`src/rtl/icache_ctrl_if.sv`:
```
// Fetch-side and refill-side signal bundle for icache_ctrl.
// The slave modport is the cache; the master modport is the core plus instruction memory.
interface icache_ctrl_if #(
   parameter int ADDR_W = 32
) ();
   logic [ADDR_W-1:0] PC;
   logic              FETCH;
   logic              FLUSH;
   logic [31:0]       IR;
   logic              IR_VALID;
   logic              STALL;
   logic              MEM_REQ;
   logic [ADDR_W-1:0] MEM_ADDR;
   logic [31:0]       MEM_RDATA;
   logic              MEM_RVALID;

   modport master (
      output PC, FETCH, FLUSH, MEM_RDATA, MEM_RVALID,
      input  IR, IR_VALID, STALL, MEM_REQ, MEM_ADDR
   );

   modport slave (
      input  PC, FETCH, FLUSH, MEM_RDATA, MEM_RVALID,
      output IR, IR_VALID, STALL, MEM_REQ, MEM_ADDR
   );
endinterface

```
`src/rtl/icache_ctrl.sv`:
```
// Direct-mapped instruction cache with word-serial refill FSM and whole-cache flush.
// Define ICACHE_PERF_EN to add saturating hit/miss/stall counters.
module icache_ctrl #(
   parameter int LINE_WORDS = 8,
   parameter int NUM_LINES  = 16,
   parameter int ADDR_W     = 32
) (
   input  logic         CLK,
   input  logic         RST_N,
   icache_ctrl_if.slave bus
`ifdef ICACHE_PERF_EN
   ,
   output logic [31:0]  HIT_CNT,
   output logic [31:0]  MISS_CNT,
   output logic [31:0]  STALL_CNT
`endif
);
   localparam int OFF_W = $clog2(LINE_WORDS);
   localparam int IDX_W = $clog2(NUM_LINES);
   localparam int TAG_W = ADDR_W - 2 - OFF_W - IDX_W;

   typedef enum logic [1:0] {IDLE, REFILL, FILL_DONE} state_t;

   state_t             state, state_nxt;
   logic [OFF_W-1:0]   pc_off, beat;
   logic [IDX_W-1:0]   pc_idx, miss_idx;
   logic [TAG_W-1:0]   pc_tag, miss_tag;
   logic [1:0]         unused_pc_bits;
   logic [NUM_LINES-1:0] valid;
   logic               flush_pending;
   logic               hit;
   logic               last_beat;

   logic [31:0]        data_mem [NUM_LINES*LINE_WORDS];
   logic [TAG_W-1:0]   tag_mem  [NUM_LINES];

   assign {pc_tag, pc_idx, pc_off} = bus.PC[ADDR_W-1:2];
   assign unused_pc_bits = bus.PC[1:0];
   assign last_beat      = (beat == OFF_W'(LINE_WORDS - 1));

   // NOTE: every signal gets a default at the top so no path leaves it unassigned (no latch).
   always_comb begin
      state_nxt    = state;
      hit          = bus.FETCH && valid[pc_idx] && (tag_mem[pc_idx] == pc_tag) && (state == IDLE);
      bus.IR       = '0;
      bus.IR_VALID = hit;
      bus.STALL    = (bus.FETCH && !hit) || (state != IDLE);
      bus.MEM_REQ  = 1'b0;
      bus.MEM_ADDR = '0;

      if (hit) bus.IR = data_mem[{pc_idx, pc_off}];

      case (state)
         IDLE: begin
            if (bus.FETCH && !hit) state_nxt = REFILL;
         end
         REFILL: begin
            bus.MEM_REQ  = 1'b1;
            bus.MEM_ADDR = {miss_tag, miss_idx, beat, 2'b00};
            if (bus.MEM_RVALID && last_beat) state_nxt = FILL_DONE;
         end
         FILL_DONE: state_nxt = IDLE;
         default:   state_nxt = IDLE;
      endcase
   end

   // NOTE: sequential state uses non-blocking assignments so every register samples pre-edge values.
   always_ff @(posedge CLK or negedge RST_N) begin
      if (!RST_N) state <= IDLE;
      else        state <= state_nxt;
   end

   always_ff @(posedge CLK or negedge RST_N) begin
      if (!RST_N) begin
         valid         <= '0;
         beat          <= '0;
         miss_tag      <= '0;
         miss_idx      <= '0;
         flush_pending <= 1'b0;
      end else begin
         case (state)
            IDLE: begin
               if (bus.FLUSH) valid <= '0;
               if (state_nxt == REFILL) begin
                  miss_tag <= pc_tag;
                  miss_idx <= pc_idx;
                  beat     <= '0;
               end
            end
            REFILL: begin
               if (bus.FLUSH) flush_pending <= 1'b1;
               if (bus.MEM_RVALID) beat <= last_beat ? '0 : beat + 1'b1;
            end
            FILL_DONE: begin
               flush_pending <= 1'b0;
               // A flush seen at any point during the refill discards the new line too.
               if (flush_pending || bus.FLUSH) valid <= '0;
               else                            valid[miss_idx] <= 1'b1;
            end
            default: ;
         endcase
      end
   end

   // NOTE: storage arrays carry no reset; the valid bits alone make their contents meaningful.
   always_ff @(posedge CLK) begin
      if (state == REFILL && bus.MEM_RVALID) data_mem[{miss_idx, beat}] <= bus.MEM_RDATA;
      if (state == FILL_DONE)                tag_mem[miss_idx]          <= miss_tag;
   end

`ifdef ICACHE_PERF_EN
   always_ff @(posedge CLK or negedge RST_N) begin
      if (!RST_N) begin
         HIT_CNT   <= '0;
         MISS_CNT  <= '0;
         STALL_CNT <= '0;
      end else begin
         if (hit && HIT_CNT != 32'hFFFF_FFFF) HIT_CNT <= HIT_CNT + 1'b1;
         if (state == IDLE && state_nxt == REFILL && MISS_CNT != 32'hFFFF_FFFF)
            MISS_CNT <= MISS_CNT + 1'b1;
         if (bus.STALL && STALL_CNT != 32'hFFFF_FFFF) STALL_CNT <= STALL_CNT + 1'b1;
      end
   end
`endif
endmodule

```
`src/flat_wrapper.sv`:
```
// flat-port wrapper written by rule: the top's interface ports become plain ports
module icache_ctrl_flat 
#(
   parameter int LINE_WORDS = 8,
   parameter int NUM_LINES  = 16,
   parameter int ADDR_W     = 32
)
  (CLK, RST_N, bus_PC, bus_FETCH, bus_FLUSH, bus_MEM_RDATA, bus_MEM_RVALID, bus_IR, bus_IR_VALID, bus_STALL, bus_MEM_REQ, bus_MEM_ADDR);
  icache_ctrl_if #(.ADDR_W(ADDR_W)) bus_i ();
  input  logic CLK;
  input  logic RST_N;
  input wire logic [$bits(bus_i.PC)-1:0] bus_PC;
  input wire logic [$bits(bus_i.FETCH)-1:0] bus_FETCH;
  input wire logic [$bits(bus_i.FLUSH)-1:0] bus_FLUSH;
  input wire logic [$bits(bus_i.MEM_RDATA)-1:0] bus_MEM_RDATA;
  input wire logic [$bits(bus_i.MEM_RVALID)-1:0] bus_MEM_RVALID;
  output wire logic [$bits(bus_i.IR)-1:0] bus_IR;
  output wire logic [$bits(bus_i.IR_VALID)-1:0] bus_IR_VALID;
  output wire logic [$bits(bus_i.STALL)-1:0] bus_STALL;
  output wire logic [$bits(bus_i.MEM_REQ)-1:0] bus_MEM_REQ;
  output wire logic [$bits(bus_i.MEM_ADDR)-1:0] bus_MEM_ADDR;
  assign bus_i.PC = bus_PC;
  assign bus_i.FETCH = bus_FETCH;
  assign bus_i.FLUSH = bus_FLUSH;
  assign bus_i.MEM_RDATA = bus_MEM_RDATA;
  assign bus_i.MEM_RVALID = bus_MEM_RVALID;
  assign bus_IR = bus_i.IR;
  assign bus_IR_VALID = bus_i.IR_VALID;
  assign bus_STALL = bus_i.STALL;
  assign bus_MEM_REQ = bus_i.MEM_REQ;
  assign bus_MEM_ADDR = bus_i.MEM_ADDR;
  icache_ctrl #(.LINE_WORDS(LINE_WORDS), .NUM_LINES(NUM_LINES), .ADDR_W(ADDR_W)) u_core (.CLK(CLK), .RST_N(RST_N), .bus(bus_i));
endmodule
```
`config.mk`:
```
export PLATFORM = sky130hd
export DESIGN_NAME = icache_ctrl_flat
export DESIGN_NICKNAME = d
export VERILOG_FILES = /design/src/rtl/icache_ctrl_if.sv /design/src/rtl/icache_ctrl.sv /design/src/flat_wrapper.sv
export SDC_FILE = /design/constraint.sdc
export NUM_CORES = 2
export LEC_CHECK = 0
export ABC_CLOCK_PERIOD_IN_PS = 11200
export CORE_ASPECT_RATIO = 1.5
export CORE_MARGIN = 2
export CORE_UTILIZATION = 40
export DETAILED_ROUTE_END_ITERATION = 6
export PLACE_DENSITY_LB_ADDON = 0.3
export SYNTH_ARGS = -nofsm -noshare
export SYNTH_HDL_FRONTEND = slang
export SYNTH_MEMORY_MAX_BITS = 65536
export SYNTH_SLANG_ARGS = --single-unit
```
`constraint.sdc`:
```
create_clock -name CLK -period 11.2 [get_ports CLK]
set_clock_uncertainty 0.1 [all_clocks]
set_input_delay 2.24 -clock CLK [delete_from_list [all_inputs] [get_ports CLK]]
set_output_delay 2.24 -clock CLK [all_outputs]
set_load 0.02 [all_outputs]
```
Yosys cells after proc, flatten, opt, wreduce, memory -nomap -nowiden
Memory sizes are Yosys's and may differ from the RTL's.
Cells that the tools add are included.
{"block": "totals", "regBits": 49, "wordCells": 64, "in_bits": 69, "n_memories": 2, "ramBits": 4464, "output_inout_bits": 67}
{"block": "classes", "n_addsub": 1, "n_reduce_logical": 19, "magnitude_cmp": 3, "n_bitwise": 1, "mux": 23, "eq_ne": 9}
{"name": "u_core.data_mem", "words": 128, "width": 32, "read_ports": 1, "rd_ports_with_merged_regs": 0, "write_ports": 1, "line_no": "icache_ctrl.sv:34", "text": "logic [31:0] data_mem [NUM_LINES*LINE_WORDS];"}
{"name": "u_core.tag_mem", "words": 16, "width": 23, "read_ports": 1, "rd_ports_with_merged_regs": 0, "write_ports": 1, "line_no": "icache_ctrl.sv:35", "text": "logic [TAG_W-1:0] tag_mem [NUM_LINES];"}
{"cell": "$mux 32", "count": 2}
{"cell": "$mux 16", "count": 2}
{"cell": "$pmux 16 s2", "count": 1}
{"cell": "$eq 23x23->1", "count": 1}
{"cell": "$or 16x16->16", "count": 1}
{"cell": "$lt 4x5->1 const B", "count": 2}
{"cell": "$mux 3", "count": 3}
{"cell": "$mux 1", "count": 8}
{"cell": "$ne 2x2->1 const B", "count": 4}
{"cell": "$reduce_bool 2->1", "count": 4}
{"cell": "$logic_and 1x1->1", "count": 7}
{"cell": "$pmux 3 s2", "count": 1}
{"cell": "$reduce_and 2->1", "count": 3}
{"cell": "$bmux 1 s4", "count": 1}
{"cell": "$demux 1 s4", "count": 1}
{"cell": "$eq 2x1->1 const B", "count": 2}
{"cell": "$ge 4x1->1 const B", "count": 1}
{"cell": "$mux 2", "count": 2}
{"cell": "$pmux 2 s2", "count": 1}
{"cell": "$add 3x1->3 const B", "count": 1}
{"cell": "$eq 3x3->1 const B", "count": 1}
{"cell": "$reduce_and 3->1", "count": 1}
{"cell": "$eq 2x2->1 const B", "count": 1}
{"cell": "$logic_not 2->1", "count": 1}
{"cell": "other kinds (3)", "count": 4}

Logic depth before layout (Yosys ltp)
{"block": "logic_depth", "ltp_word": 12, "mapped_depth": 16}

Worst setup path after synthesis
No wires, ideal clock.
{"block": "synth_path", "path_type": "input -> output", "from": "in bus_PC[2]", "to": "out bus_IR[10]", "cell_stages": 9, "slack_ps": 3498, "arrival_ps": 5362, "cell_sequence": "clkbuf_1 -> clkbuf_1 -> clkbuf_1 -> buf_1 -> mux4_2 -> mux4_2 -> mux4_2 -> mux2i_1 -> nor2_1"}
{"block": "synth_via", "elab_chain_len": 2}
{"item": "start, declared", "line_no": "flat_wrapper.sv:12", "text": "input wire logic [$bits(bus_i.PC)-1:0] bus_PC;"}
{"item": "$mem_v2 128x32"}
{"item": "$mux 32", "line_no": "icache_ctrl.sv:51", "text": "if (hit) bus.IR = data_mem[{pc_idx, pc_off}];"}
{"item": "end, declared", "line_no": "flat_wrapper.sv:17", "text": "output wire logic [$bits(bus_i.IR)-1:0] bus_IR;"}
Every way passes these cells.

Worst setup path in the final report
{"block": "layout_path", "from": "in bus_PC[5]", "to": "out bus_IR[17]"}
{"block": "layout_via", "elab_chain_len": 6, "word_cells_on_any_way": 9, "classes_between": "eq/ne: 1; mux: 3; reduce/logical: 3; memory: 2"}
{"item": "branches (longest 5 deep; another with $mem_v2 16x23)"}
{"item": "$mux 32 *", "line_no": "icache_ctrl.sv:51"}
Every way passes the cells marked *. The select of a mux whose other input is x is not followed.

==> impl_metrics.toml <==
[clock_tree]
cts_resized = 0
cts_setup_buffers = 0
cts_tree = "done"
h-tree-depth = 5
cts.reportedPaths.clkPinSlew_ns = 0.06
cts_root_buf = "clkbuf_16"
cts_sinks = 4513
cts_buffers = 408
clock_path_buffers = 4
cts_hold_buf = 0
clock_latency_ns = 0.96

[floorplan]
coreArea_mm2 = 0.430
die_area_mm2 = 0.437
ios = 136
dieHeight_um = 809
start_util_pct = 40.1
num_rows = 295
die_w_um = 540

[drt]
wire_per_inst_um = 34.2
final_antenna_net_count = 0
drc = 0
wirelength_um = 458000
detail_route.first_pass.iterations = 5
drtIter0Drc = 9060
viasPerCell = 5.82
num_vias = 77900

[pwr]
powerDensity_mw_per_mm2 = 183
p_leak_uw = 0.0598
peakVddDrop_uv = 162
total_power_uw = 36000

[finish]
nets = 7401
area_delta_synth_final_pct = 13.7
layout-drive-gt1-share_pct = 32.8
final_cell_mix = "4,464 x edfxtp_1, 1,430 x mux4_2, 418 x clkbuf_16"
final_common_cell = "edfxtp_1"
fill_cells = 34900

[timing]
setup_violations = 0
fmax_ghz = 0.110
holdWs_ns = 0.396
worst_slew_pin_slew_ns = 1.35
rsz0062_at_grt = "false"
slew_violations = 0
hold_viol_final = 0
period_needed_ns = 9.13
fin_crit_sh_pct = 81.5
setup_tns_ns = 0
slew_headroom_pct = 10.3

[setup_path]
rr_worst_depth = 9
critPathRequiredTime_ns = 8.86
slowest_delay_ns = 0.71
crit_slowest_cell = "buf_4"
worst-path-stages = 8
path_buf_inv = 4
r2r_end = "u_core.miss_tag[6]$_DFFE_PN0P_"
critical_path_class = "input pin to primary output"
r2r-start = "u_core.tag_mem[1][4]$_DFFE_PP_"
cp_top_family = "buffers and inverters"
worst_setup_path_start_kind = "input pin"
crit_top_cell = "mux4_2"
path_max_fanout = 66
cp-end-kind = "primary output"
path_cells = "buf_8, buf_12, buf_4, mux4_2, mux4_2, mux2i_1, nor2_1, clkdlybuf4s50_1"
crit_arrival_ns = 6.79
r2r_setup_slack_ns = 7.07

[min_path]
holdCritPathClass = "flip-flop to flip-flop"
hold_depth = 2
hp-start = "u_core.valid[7]$_DFFE_PN0P_"
worstHoldEndpoint = "u_core.valid[7]$_DFFE_PN0P_"

[logic_synthesis]
synth_cells = 6879
syn_avg_cell_area_um2 = 25.1
synth_area_mm2 = 0.173
synth_top_area_share_pct = 77.7
synth_area_leaders = "edfxtp_1 78%, mux4_2 19%, dfrtp_1 0.71%"
synth-seq-cells = 4513
yosysSeqAreaShare_pct = 78.4
postSynth.asyncResetShare_pct = 1.09
yosys.cell_types.count = 62
synth_ff_type = "edfxtp_1"
yosys.area.top_type = "edfxtp_1"
synth_edf_count = 4464
yosysWarnings = 0

[global_route]
grt_max_degree = 107
gr-total-overflow = 0
grt_pass1_wl_um = 633000
grt_pass1_vias = 80700
antenna_found_initial = 47
grt_usage_pct = 20.7

[job]
max_cap_viol_count = 0

[placed_design]
hpwlAfterDp_um = 253000
io_buffers = 131
gp_congestion = 0.797

[run_status]
status = "finished clean"
cells in the mapped netlist (all sizes together) (17+ instances only):
library cell,number
edfxtp,4464
mux4,1430
clkbuf,279
nor2,207
buf,91
mux2i,89
dfrtp,49
mux2,34
and2,32
nand2,29
nand3,20
xor2,17
sequential cells by signal, indices dropped and copies added, names as in the netlist:
| name | count |
|---|---|
| u_core.valid | 16 |
| u_core.tag_mem | 368 |
| u_core.flush_pending | 1 |
| u_core.state | 2 |
| u_core.miss_idx | 4 |
| u_core.data_mem | 4096 |
| u_core.miss_tag | 23 |
| u_core.beat | 3 |
layer usage:
layer  up-vias  GRT usage, %  wire length [µm]
met4        10          8.58             21000
met5         -             0                66
li1      30900             -                 -
met1     43200          25.3            166000
met2      3138          37.2            243000
met3       667          2.51             28100
per-stage QoR:
step                      util [%]  std cells  worst slack, ns  instance area (µm²)
after floorplan                  -       6880             3.50               173000
after global placement        42.6      12600             1.95               183000
after detailed placement      42.6      12600             1.94               183000
after CTS                     45.6      13300             1.93               196000
after global routing          45.6      13400             1.72               196000
final                         45.6      13400             2.07               196000
how the worst max path moves through the flow:
stage | slack, ns | start | to
after floorplan | 3.50 | bus_PC[2] | bus_IR[10]
after global placement | 1.95 | bus_PC[5] | bus_IR[17]
after detailed placement | 1.94 | bus_PC[5] | bus_IR[17]
after CTS | 1.93 | bus_PC[5] | bus_IR[17]
after global routing | 1.72 | bus_PC[5] | bus_IR[17]
final | 2.07 | bus_PC[5] | bus_IR[17]
logic make-up after synthesis:
logic type	count (synthesis)	synth area share (%)
buffers and inverters	381	0.913
adder cells (fa/ha/maj)	2	0.0145
flip-flops	4513	78.4
XOR/XNOR	29	0.147
multiplexers	1553	19.4
AO/OA/AOI/OAI	69	0.277
AND/OR/NAND/NOR	331	0.862
other	1	0.00217
layout make-up:
class                   count  area (µm²)  share of cell area [%]
well taps                5643        7060                    3.60
repair buffers            410        3710                    1.89
clock inverters           236        2180                    1.11
clock buffers             498       10800                    5.49
diodes                     98         245                   0.125
flip-flops and latches   4513      135000                    69.0
inverters                  11        41.3                  0.0210
multi-input cells        1986       36900                    18.8
power by group:
group / total, µW / switching [µW] / internal (µW) / leakage [µW]
clock network: 13800 / 6160 / 7670 / 0.00632
registers: 19400 / 300 / 19100 / 0.0407
logic: 2780 / 1790 / 987 / 0.0127
worst register-to-register path, stage by stage, from the launching register on:
cell      delay [ns]
edfxtp_1        0.36
mux4_2          0.47
mux4_2          0.49
xnor2_1         0.45
o41ai_1         0.17
nor4b_1         0.31
nand4_1         0.34
o21ai_4         0.51
buf_4           0.40
mux2_2          0.40
(Power assumes the default switching activity.)
